[config.mk]
export PLATFORM = sky130hd
export DESIGN_NAME = alu_share_ctrl
export DESIGN_NICKNAME = d
export VERILOG_FILES = /design/src/rtl/alu_pkg.sv /design/src/rtl/alu_core.sv /design/src/rtl/alu_share_ctrl.sv
export SDC_FILE = /design/constraint.sdc
export NUM_CORES = 1
export LEC_CHECK = 0
export ABC_AREA = 1
export CAP_MARGIN = 20
export CORE_MARGIN = 5
export CORE_UTILIZATION = 45
export DETAILED_ROUTE_END_ITERATION = 10
export PLACE_DENSITY = 0.69
export SLEW_MARGIN = 40
export SYNTH_ARGS = -nofsm -noshare
export SYNTH_HDL_FRONTEND = slang
export SYNTH_SLANG_ARGS = --single-unit
[constraint.sdc]
create_clock -name clk -period 5.4 [get_ports clk]
set_input_delay 1.08 -clock clk [delete_from_list [all_inputs] [get_ports clk]]
set_output_delay 1.08 -clock clk [all_outputs]
set_load 0.03 [all_outputs]
[src/rtl/alu_pkg.sv]
// ---------------------------------------------------------------------------
// alu_pkg
// Shared definitions for the shared-ALU controller and its combinational core.
//   - opcode encodings OP_ADD .. OP_SUBI (opcodes 7 and 15 are undefined)
//   - bit positions of the {S,V,Z,C} flags inside a 4-bit flag vector
//   - output register FSM state encoding
//   - opDefined(): tells whether an opcode has defined behaviour
// ---------------------------------------------------------------------------
package alu_pkg;

  localparam logic [3:0] OP_ADD  = 4'd0;
  localparam logic [3:0] OP_SUB  = 4'd1;
  localparam logic [3:0] OP_AND  = 4'd2;
  localparam logic [3:0] OP_OR   = 4'd3;
  localparam logic [3:0] OP_XOR  = 4'd4;
  localparam logic [3:0] OP_MOV  = 4'd5;
  localparam logic [3:0] OP_CMP  = 4'd6;
  localparam logic [3:0] OP_SLL  = 4'd8;
  localparam logic [3:0] OP_SLR  = 4'd9;
  localparam logic [3:0] OP_SRL  = 4'd10;
  localparam logic [3:0] OP_SRA  = 4'd11;
  localparam logic [3:0] OP_LI   = 4'd12;
  localparam logic [3:0] OP_ADDI = 4'd13;
  localparam logic [3:0] OP_SUBI = 4'd14;

  localparam int F_S = 3;
  localparam int F_V = 2;
  localparam int F_Z = 1;
  localparam int F_C = 0;

  // EMPTY: result register holds nothing; FULL: result waiting for consumer
  typedef enum logic {
    ST_EMPTY = 1'b0,
    ST_FULL  = 1'b1
  } state_t;

  function automatic logic opDefined(input logic [3:0] op);
    return !((op == 4'd7) || (op == 4'd15));
  endfunction

endpackage

[src/rtl/alu_core.sv]
// ---------------------------------------------------------------------------
// alu_core
// Purely combinational 16-bit ALU: (op, a, b) -> (res, svzc).
// Ports:
//   i_op    opcode (alu_pkg encoding)
//   i_a     operand A
//   i_b     operand B, shift amount in [3:0], or 8-bit immediate in [7:0]
//   o_res   result (operand A for CMP, zero for undefined opcodes)
//   o_svzc  {S,V,Z,C} flags of this operation
// ---------------------------------------------------------------------------
module alu_core
  import alu_pkg::*;
(
  input  logic [3:0]  i_op,
  input  logic [15:0] i_a,
  input  logic [15:0] i_b,
  output logic [15:0] o_res,
  output logic [3:0]  o_svzc
);

  logic [15:0]        w_imm;
  logic [15:0]        w_opB;
  logic [16:0]        w_sum;
  logic [16:0]        w_diff;
  logic [3:0]         w_amt;
  logic [16:0]        w_sll;
  logic [16:0]        w_srl;
  logic signed [16:0] w_sra;
  logic [31:0]        w_rot;
  logic [15:0]        w_val;
  logic               w_carry;
  logic               w_ovf;
  logic               w_defined;

  // Immediate forms use the sign-extended low byte of B as the second operand.
  assign w_imm  = {{8{i_b[7]}}, i_b[7:0]};
  assign w_opB  = ((i_op == OP_ADDI) || (i_op == OP_SUBI)) ? w_imm : i_b;
  assign w_sum  = {1'b0, i_a} + {1'b0, w_opB};
  assign w_diff = {1'b0, i_a} - {1'b0, w_opB};

  // Shifts are done on 17-bit vectors with one spare bit on the exit side, so
  // the spare bit ends up holding the last bit shifted out (and 0 for amount 0).
  assign w_amt  = i_b[3:0];
  assign w_sll  = {1'b0, i_a} << w_amt;
  assign w_srl  = {i_a, 1'b0} >> w_amt;
  assign w_sra  = $signed({i_a, 1'b0}) >>> w_amt;
  assign w_rot  = {i_a, i_a} << w_amt;

  // Select the value the flags are computed from, plus carry/overflow.
  // V mirrors C for the add/subtract family; every other op clears V.
  always_comb begin
    w_val     = '0;
    w_carry   = 1'b0;
    w_ovf     = 1'b0;
    w_defined = 1'b1;
    case (i_op)
      OP_ADD, OP_ADDI: begin
        w_val   = w_sum[15:0];
        w_carry = w_sum[16];
        w_ovf   = w_sum[16];
      end
      OP_SUB, OP_SUBI, OP_CMP: begin
        w_val   = w_diff[15:0];
        w_carry = w_diff[16];
        w_ovf   = w_diff[16];
      end
      OP_AND: w_val = i_a & i_b;
      OP_OR:  w_val = i_a | i_b;
      OP_XOR: w_val = i_a ^ i_b;
      OP_MOV: w_val = i_a;
      OP_SLL: begin
        w_val   = w_sll[15:0];
        w_carry = w_sll[16];
      end
      OP_SLR: w_val = w_rot[31:16];
      OP_SRL: begin
        w_val   = w_srl[16:1];
        w_carry = w_srl[0];
      end
      OP_SRA: begin
        w_val   = w_sra[16:1];
        w_carry = w_sra[0];
      end
      OP_LI:  w_val = w_imm;
      default: w_defined = 1'b0;
    endcase
  end

  // CMP keeps operand A as its visible result; undefined ops report zero.
  always_comb begin
    o_res  = '0;
    o_svzc = 4'b0010;
    if (w_defined) begin
      o_res         = (i_op == OP_CMP) ? i_a : w_val;
      o_svzc[F_S]   = w_val[15];
      o_svzc[F_V]   = w_ovf;
      o_svzc[F_Z]   = (w_val == 16'h0000);
      o_svzc[F_C]   = w_carry;
    end
  end

endmodule

[src/rtl/alu_share_ctrl.sv]
// ---------------------------------------------------------------------------
// alu_share_ctrl
// Shares one alu_core between the execute stage (req0) and the address/PC
// unit (req1) with round-robin arbitration, a single registered result with
// valid/ready handshake, and the architectural {S,V,Z,C} flag register.
// Ports:
//   clk, rst               clock, synchronous active-high reset
//   r0_valid/r0_ready      req0 handshake (ready is combinational)
//   r0_op/r0_a/r0_b        req0 opcode and operands
//   r0_fwe                 req0 op writes the flag register
//   r1_valid/r1_ready      req1 handshake
//   r1_op/r1_a/r1_b        req1 opcode and operands (never writes flags)
//   o_valid/o_ready        result register handshake
//   o_tag                  0 = req0 result, 1 = req1 result
//   o_res/o_svzc           result and its flags
//   flags                  architectural {S,V,Z,C}
// ---------------------------------------------------------------------------
module alu_share_ctrl
  import alu_pkg::*;
#(
  parameter int W   = 16,
  parameter int OPW = 4
) (
  input  logic           clk,
  input  logic           rst,
  input  logic           r0_valid,
  output logic           r0_ready,
  input  logic [OPW-1:0] r0_op,
  input  logic [W-1:0]   r0_a,
  input  logic [W-1:0]   r0_b,
  input  logic           r0_fwe,
  input  logic           r1_valid,
  output logic           r1_ready,
  input  logic [OPW-1:0] r1_op,
  input  logic [W-1:0]   r1_a,
  input  logic [W-1:0]   r1_b,
  output logic           o_valid,
  input  logic           o_ready,
  output logic           o_tag,
  output logic [W-1:0]   o_res,
  output logic [3:0]     o_svzc,
  output logic [3:0]     flags
);

  state_t         r_state;
  state_t         w_stateNext;
  logic           r_rrLast;
  logic           r_tag;
  logic [W-1:0]   r_res;
  logic [3:0]     r_svzc;
  logic [3:0]     r_flags;
  logic           w_canIssue;
  logic           w_grant0;
  logic           w_grant1;
  logic           w_grant;
  logic [OPW-1:0] w_op;
  logic [W-1:0]   w_a;
  logic [W-1:0]   w_b;
  logic [W-1:0]   w_aluRes;
  logic [3:0]     w_aluSvzc;

  // Output FSM state register.
  always_ff @(posedge clk) begin
    if (rst) begin
      r_state <= ST_EMPTY;
    end else begin
      r_state <= w_stateNext;
    end
  end

  // Arbitration and next-state logic. A new op may issue when the result
  // register is empty or is being drained this cycle. On a tie the requester
  // not granted last wins; r_rrLast = 1 means req1 was granted last. Readies
  // are held low while reset is asserted so nothing is accepted into a
  // register that is being cleared.
  always_comb begin
    w_stateNext = r_state;
    w_canIssue  = (r_state == ST_EMPTY) || o_ready;
    w_grant0    = 1'b0;
    w_grant1    = 1'b0;
    if (!rst && w_canIssue) begin
      if (r0_valid && (!r1_valid || r_rrLast)) begin
        w_grant0 = 1'b1;
      end else if (r1_valid) begin
        w_grant1 = 1'b1;
      end
    end
    case (r_state)
      ST_EMPTY: if (w_grant0 || w_grant1) w_stateNext = ST_FULL;
      ST_FULL:  if (o_ready && !(w_grant0 || w_grant1)) w_stateNext = ST_EMPTY;
      default:  w_stateNext = ST_EMPTY;
    endcase
  end

  assign w_grant  = w_grant0 | w_grant1;
  assign r0_ready = w_grant0;
  assign r1_ready = w_grant1;

  assign w_op = w_grant1 ? r1_op : r0_op;
  assign w_a  = w_grant1 ? r1_a  : r0_a;
  assign w_b  = w_grant1 ? r1_b  : r0_b;

  alu_core u_core (
    .i_op   (w_op),
    .i_a    (w_a),
    .i_b    (w_b),
    .o_res  (w_aluRes),
    .o_svzc (w_aluSvzc)
  );

  // Result register, round-robin history and flag register. Everything is
  // captured at the grant edge; without a grant the result simply holds.
  // Only a flag-writing req0 op with a defined opcode touches the flags.
  always_ff @(posedge clk) begin
    if (rst) begin
      r_tag    <= 1'b0;
      r_res    <= '0;
      r_svzc   <= '0;
      r_flags  <= '0;
      r_rrLast <= 1'b1;
    end else if (w_grant) begin
      r_tag    <= w_grant1;
      r_res    <= w_aluRes;
      r_svzc   <= w_aluSvzc;
      r_rrLast <= w_grant1;
      if (w_grant0 && r0_fwe && opDefined(r0_op)) begin
        r_flags <= w_aluSvzc;
      end
    end
  end

  assign o_valid = (r_state == ST_FULL);
  assign o_tag   = r_tag;
  assign o_res   = r_res;
  assign o_svzc  = r_svzc;
  assign flags   = r_flags;

endmodule

==> summary.md, run 1 <==
Global routing used 34.1% of the available tracks. The tools report the number of global-route vias before repair as 8356. The critical path in this run is classified as primary input to register. The die covers 0.0178 mm². Total wire length: 31.8 mm.

The endpoint arrival time on the critical path was 5.18 ns. After clock tree synthesis, the clock-pin slew on the worst setup and hold paths is 0.07 ns. The average footprint of a synthesized cell was 5.15 µm²; the synthesis-stage register bit count was 27. The run gives 1571 as the final layout net count.

The flow ran to the end, and the final reports show no timing, DRC or antenna violations. The share of post-route cells with drive strength above 1 was 6.91%. The worst path in the final design needs a cycle of 4.99 ns, including I/O delays and setup. For the total of max-cap violations, the log shows 0. The first detailed-routing pass ran for 8 iterations. Headroom to the max-slew limit came out at 49.4%. The kind of cell adding the most delay to the critical path is simple AND/OR/NAND/NOR gates. The remaining number of nets flagged by the antenna check after routing was 0. Yosys instantiated no cell more often than nand2_1. The synthesized design devotes to its leading area cell type 26.1% of total area. The critical path contains buffers and inverters numbering 6 combined.

In this run the worst hold path is classified as register to register. Sequential area share after synthesis: 7.89%. The final setup TNS is 0 ns, and the number of hold violations in the final report is 0. Data on the critical path is required at its endpoint by 5.59 ns.

The routed length per instance is 19.6 µm. In the synthesized netlist the dominant register cell turns out to be dfxtp_1. The repair_antennas step left the layout with diodes totalling 0.

The H-tree level count was 1; the remaining routing DRC violations was 0. The synthesized design spends more area on one cell type than any other, namely nand2_1. Setup repair after global routing left no endpoint under its margin.

Compared with the post-synthesis result, the final layout area differs by 21.9%. At the end of routability-driven placement, the weighted congestion stood at 1.07. Worst voltage drop across the vdd grid: 0.000168 V. The number of ports placed on the die boundary is 106, and the clock tree skew after final layout is 0.00309 ns. The launch point of the worst hold path is o_res[12].

In this run the register-to-register setup slack is 1.39 ns. The run gives 0 as the final count of pins violating max slew. The wire-length estimate of the detail-placed layout is 26.5 mm. The terminus of the critical flop-to-flop path was flags[1].

The total overflow left after global routing is 0. The tools report the initial standard-cell utilization of the core as 45.4%. The number of nets handed over by synthesis was 1467.

Ranked by instance count, the synthesized netlist is headed by nand2_1, nand3_1, inv_1, nor2_1, a21oi_1. Root cell of the clock tree: clkbuf_16. The final critical path takes up 92.3% of the cycle.

Detailed routing inserted a total of 9256 vias. Yosys printed 0 warnings. Counting every sink on the clock net gives 27. Dividing total power by cell area gives a power density of 196 mW/mm².

The worst reg2reg path depth works out to 25. The slowest stage of the critical path is the clkdlybuf4s50_1 cell. The run gives 1330 as the post-synthesis cell count. Yosys mapped a number of flops with a built-in enable equal to 0. The worst setup path is launched from a primary input. For hold timing, the worst endpoint is o_res[12].

The worst hold path passes through 2 cells. Entering global routing, the biggest net connects 42 pins. The tools report the number of antenna violations at the first check in global routing as 0. The initial detailed-routing violation count was 1012.

Dividing the detail-routed via count by the number of cells gives 5.71. The number of buffers inserted by port buffering is 105. Setup violations remaining at the end of the flow were counted as 0. Clock latency on the worst-skew pair, taken at its later pin, is 0.26 ns. Summed over all cells, the static leakage comes to 4.48 nW. In this run the standard cell core region covers 0.0151 mm². The first global-routing pass estimated 47.9 mm of wire. The largest single stage delay on the critical path is 0.45 ns. The run gives 0.00685 mm² as the cell area after technology mapping. In this run the worst path has a maximum fanout of 20. Static timing analysis puts the maximum clock frequency at 201 MHz.

The post-synthesis async set-or-reset flop share was 0%. For the number of buffers on the longest clock path, the log shows 2. Yosys attributes the largest share of cell area to nand2_1, nand3_1, ha_1. The origin of the critical flop-to-flop path was r_rrLast.

Transition time of the tightest slew-check pin: 0.758 ns. The die is 133 µm wide. The floorplan has 45 rows. For the number of buffers created by CTS, the log shows 3. TritonCTS built the clock tree. The final-layout worst hold slack was 0.470 ns. The die span in y was 133 µm. The number of distinct standard cells referenced by the synthesized netlist was 43. The endpoint class of the critical path is a register.
[tightest hold or removal path: stages (launching register included)]
cell and delay, ns:
dfxtp_1 0.31, nand2_1 0.06, a21oi_1 0.05
[layout by cell type, fill, tap and decap left out, types with 2 or more instances in the layout]
cell type | netlist | routed
o21bai_1 | 4 | 4
nand2_2 | 14 | 14
o21ai_0 | 48 | 48
a21boi_0 | 4 | 4
o22ai_1 | 2 | 2
ha_1 | 57 | 57
buf_12 | 0 | 2
o21ai_1 | 17 | 17
a21oi_2 | 2 | 4
a21o_1 | 3 | 3
nor3_1 | 8 | 8
nand4_1 | 11 | 11
clkdlybuf4s50_1 | 0 | 104
or2_2 | 7 | 7
fa_1 | 2 | 2
nand3b_1 | 18 | 18
nand3_1 | 203 | 203
a21oi_1 | 72 | 70
clkbuf_16 | 0 | 3
inv_1 | 151 | 150
nand2_1 | 477 | 476
xor2_1 | 6 | 6
a31oi_1 | 4 | 4
inv_2 | 9 | 10
dfxtp_1 | 27 | 27
o21ai_2 | 3 | 3
buf_4 | 9 | 47
o211ai_1 | 15 | 15
clkinv_1 | 2 | 2
nor2_2 | 3 | 5
nor2_1 | 95 | 93
[area by class of cell]
class | count | area, µm²
Timing Repair Buffer | 154 | 1450
Multi-Input combinational cell | 1086 | 5440
Sequential cell | 27 | 541
Tap cell | 188 | 235
Inverter | 162 | 608
Clock buffer | 3 | 75.1
Fill cell | 1627 | 6740
Clock inverter | 1 | 7.51
[report_power, final]
group	total (mW)	switching (mW)	internal, mW
Sequential	0.231	0.0120	0.219
Clock	0.171	0.0707	0.101
Combinational	1.24	0.822	0.415
Total	1.64	0.905	0.735
[stage by stage]
step | cell area, µm² | total power, mW | util, % | cells | setup WS [ns]
floorplan | 6850 | 1.00 | - | 1330 | 1.01
global placement | 8250 | 1.44 | 54.6 | 1617 | 0.0913
detailed placement | 8250 | 1.43 | 54.6 | 1617 | 0.0499
CTS | 8330 | 1.61 | 55.2 | 1621 | 0.313
global route | 8350 | 1.76 | 55.3 | 1621 | 0.0331
finish | 8350 | 1.64 | 55.3 | 1621 | 0.413
[layer usage]
layer  vias up  share of wire, %  global-route usage [%]
met5         -                 0                       0
li1       4497                 -                       -
met4         0               4.9                    13.7
met3        85               9.2                    4.15
met2       511                44                    55.1
met1      4163                42                    46.2
[sequential cells by signal (all words and copies together), names as in the netlist]
name and flops:
flags 4, o_res 16, o_svzc 4, o_tag 1
o_valid 1, r_rrLast 1
[kinds of logic (layout without fill, tap and decap cells)]
kind of cell,after synthesis,in the layout,synth area share (%)
AO/OA/AOI/OAI,181,181,15.0
XOR/XNOR,7,7,0.895
adder cells (fa/ha/maj),59,59,11.0
buffers and inverters,217,320,13.0
flip-flops,27,27,7.89
AND/OR/NAND/NOR,839,839,52.2
[worst max path at each step]
stage | from | end | slack (ns) | cells past startpoint
finish | o_ready | flags[1] | 0.41 | 27
CTS | o_ready | flags[1] | 0.31 | 25
detailed placement | o_ready | flags[1] | 0.05 | 25
floorplan | r1_valid | flags[0] | 1.01 | 28
global route | o_ready | flags[1] | 0.03 | 28
global placement | o_ready | flags[1] | 0.09 | 27
[timing repair]
item                                    4_1_cts  5_1_grt
endpoints found under the setup margin        0        5
resized for setup                             0        8
buffers inserted                              0        0
hold buffers                                  0        0
No activity file was read; power rests on OpenSTA's default activity.
==> run 2: changes to the inputs <==
--- a/config.mk
+++ b/config.mk
@@ -9,2 +9,3 @@
 export CAP_MARGIN = 20
+export CORE_ASPECT_RATIO = 0.9
 export CORE_MARGIN = 5
@@ -12,2 +13,3 @@
 export DETAILED_ROUTE_END_ITERATION = 10
+export MAX_ROUTING_LAYER = met4
 export PLACE_DENSITY = 0.69
--- a/constraint.sdc
+++ b/constraint.sdc
@@ -3,2 +3,2 @@
 set_output_delay 1.08 -clock clk [all_outputs]
-set_load 0.03 [all_outputs]
+set_load 0.05 [all_outputs]
==> run 2 against run 1 <==
Compared with the run above: sequential power about the same; global-route usage decreased by 1.7 points; clock power rose by 4%; clock skew is 0.0031 ns higher; via count shrank 1.5%; largest power group unchanged.
==> summary.md, run 2 (synthesized netlist as in run 1, its figures left out) <==
The flow ran to the end, and the final reports show no timing, DRC or antenna violations. Of the available clock period, the critical path in the final layout requires 91.8%. Routability-driven placement finished with a final weighted congestion of 1.05. The number of global-route vias before repair came out at 8121. After layout, the worst setup slack is 0.441 ns. The first-pass iteration count of the detailed router was 7; the final layout net count was 1559.

Across the run, the number of max-cap violations was 0. The tools report the launch point of the worst hold path as o_res[0]. The repair_antennas step left the layout with diodes totalling 0. The worst hold path belongs to the class register to register. Across every metal layer, demand over resource in global routing totals 32.5%. The initialized floorplan defines 42 standard-cell rows. Hold timing on the final database bottoms out at a slack of 0.469 ns. For the data required time at the worst endpoint, the log shows 5.55 ns. The cell with the largest stage delay on the worst path is clkdlybuf4s50_1.

Setup repair after global routing left no endpoint under its margin. For this design the top-level I/O count stands at 106. Dividing the detail-routed wire length by the instance count gives 18.1 µm. The clock net in this run drives a total of 27 sinks. The run gives 4.43 nW as the static leakage power. The post-detailed-placement half-perimeter wirelength came out at 24.0 mm. In this design, the stage delay of the slowest critical-path cell is 0.45 ns. The finished cells cover 0.00828 mm². The tools report the total power after layout as 1.62 mW. The register with the most flip-flops in the layout has 16 of them. For flop-to-flop paths, the worst setup slack is 1.40 ns.

The worst setup path is of the primary input to register kind. After clock tree synthesis, the clock-pin slew on the worst setup and hold paths is 0.07 ns. The number of buffers created by CTS came out at 3. Timing would allow up to 202 MHz. Global routing finished with a remaining overflow of 0. For this block, the initial DRC count from the detailed router was 1190.

Setup violations remaining at the end of the flow were counted as 0. The number of antenna violations at the first check in global routing was 0; the remaining routing DRC violations was 0. The category of the worst setup path launch point is a primary input. For the pin with the worst max-slew slack, the measured transition is 0.781 ns. The endpoint arrival time on the critical path was 5.11 ns. Leaving out fill and tap cells, the most frequent cell in the layout is nand2_1. The critical path startpoint is o_ready. Across all layers, the routed design uses 9113 vias. The worst register-to-register path begins at o_valid. The logs give 0 for the number of buffers inserted by post-CTS setup repair and 0 for the remaining number of nets flagged by the antenna check after routing. After detailed routing, the total wire length is 29.3 mm. The tools report the clock latency on the worst-skew pair as 0.26 ns. The final count of pins violating max slew was 0; the width of the die was 140 µm. Counting stages on the worst path, the most repeated cell is nand2_1.

The root buffer cell chosen for the clock tree is clkbuf_16. The number of hold violations in the final report is 0. The maximum fanout along the worst path works out to 28. The run gives 0.00620 ns as the clock tree skew after final layout. The post-layout minimum cycle time is 4.96 ns, and the global-route wire length before repair is 44.9 mm. Prior to clock tree synthesis, the placed netlist has a worst setup slack of 0.187 ns. The initial utilization of the core area, before any placement, comes to 46.2%. The post-placement cell area is 0.00818 mm², and the core outline area is 0.0148 mm².

VDD sags by at most 0.000154 V. The number of buffers inserted by port buffering was 105; the full die area was 0.0178 mm². The share of post-route cells with drive strength above 1 was 5.91%.

STA classifies the critical path endpoint as a register. The area overhead of the layout relative to synthesis works out to 20.8%. The library cells used most frequently in the layout, excluding fill and tap cells, are nand2_1, nand3_1, inv_1.

No sink is reached through more buffers than the 2 on the longest clock path. The final setup TNS came out at 0 ns. TritonCTS built the clock tree.

The tools report the headroom to the max-slew limit as 47.7%. Entering global routing, the biggest net connects 40 pins. The H-tree level count is 1, and the die span in y is 127 µm. The detail-routed via count per cell was 5.63; the total power density per cell area was 196 mW/mm².
run 2: worst paths after layout:
path / cells after the start / endpoint
worst max-delay path: 28 / o_res[15]
worst min-delay path: 2 / o_res[0]
worst min register to register: 2 / o_res[0]
worst max register to register: 26 / o_res[15]
run 2: worst max-delay path, delay by kind of cell:
family | cells | cell delay [ns]
AO/OA/AOI/OAI | 7 | 1.04
AND/OR/NAND/NOR | 14 | 1.47
adder cells (fa/ha/maj) | 1 | 0.43
buffers and inverters | 6 | 1.09
run 2: where the power goes:
part	total [mW]	internal (mW)	switching [mW]	leakage, nW
clock network	0.177	0.102	0.0742	0.0415
registers	0.231	0.219	0.0125	0.221
logic	1.22	0.397	0.818	4.17
run 2: per-layer routing:
layer | wire, µm | global-route usage, %
met1 | 12600 | 44.7
met5 | 0 | -
met4 | 1030 | 9.34
met2 | 12200 | 47.8
met3 | 3440 | 7.21
run 2: metrics by stage:
step                cells  util [%]
global placement     1615      55.2
floorplan            1330         -
global route         1619      55.8
finish               1619      55.8
CTS                  1619      55.7
detailed placement   1615      55.2
run 2: layout make-up:
cell class / instances / area [µm²]
Sequential cell: 27 / 541
Multi-Input combinational cell: 1086 / 5430
Clock buffer: 3 / 75.1
Clock inverter: 1 / 8.76
Tap cell: 198 / 248
Timing Repair Buffer: 142 / 1370
Inverter: 162 / 608
Fill cell: 1661 / 6540
run 2: what timing repair did:
action,in CTS,in global routing
resized for setup,0,3
setup endpoints to repair,0,3
hold buffers,0,0
==> run 3: changes to the inputs <==
Settings changed: TNS_END_PERCENT from default to 20.
==> results of run 3 <==
Same layout as run 2: the final DEF is identical, and so are final timing and power.
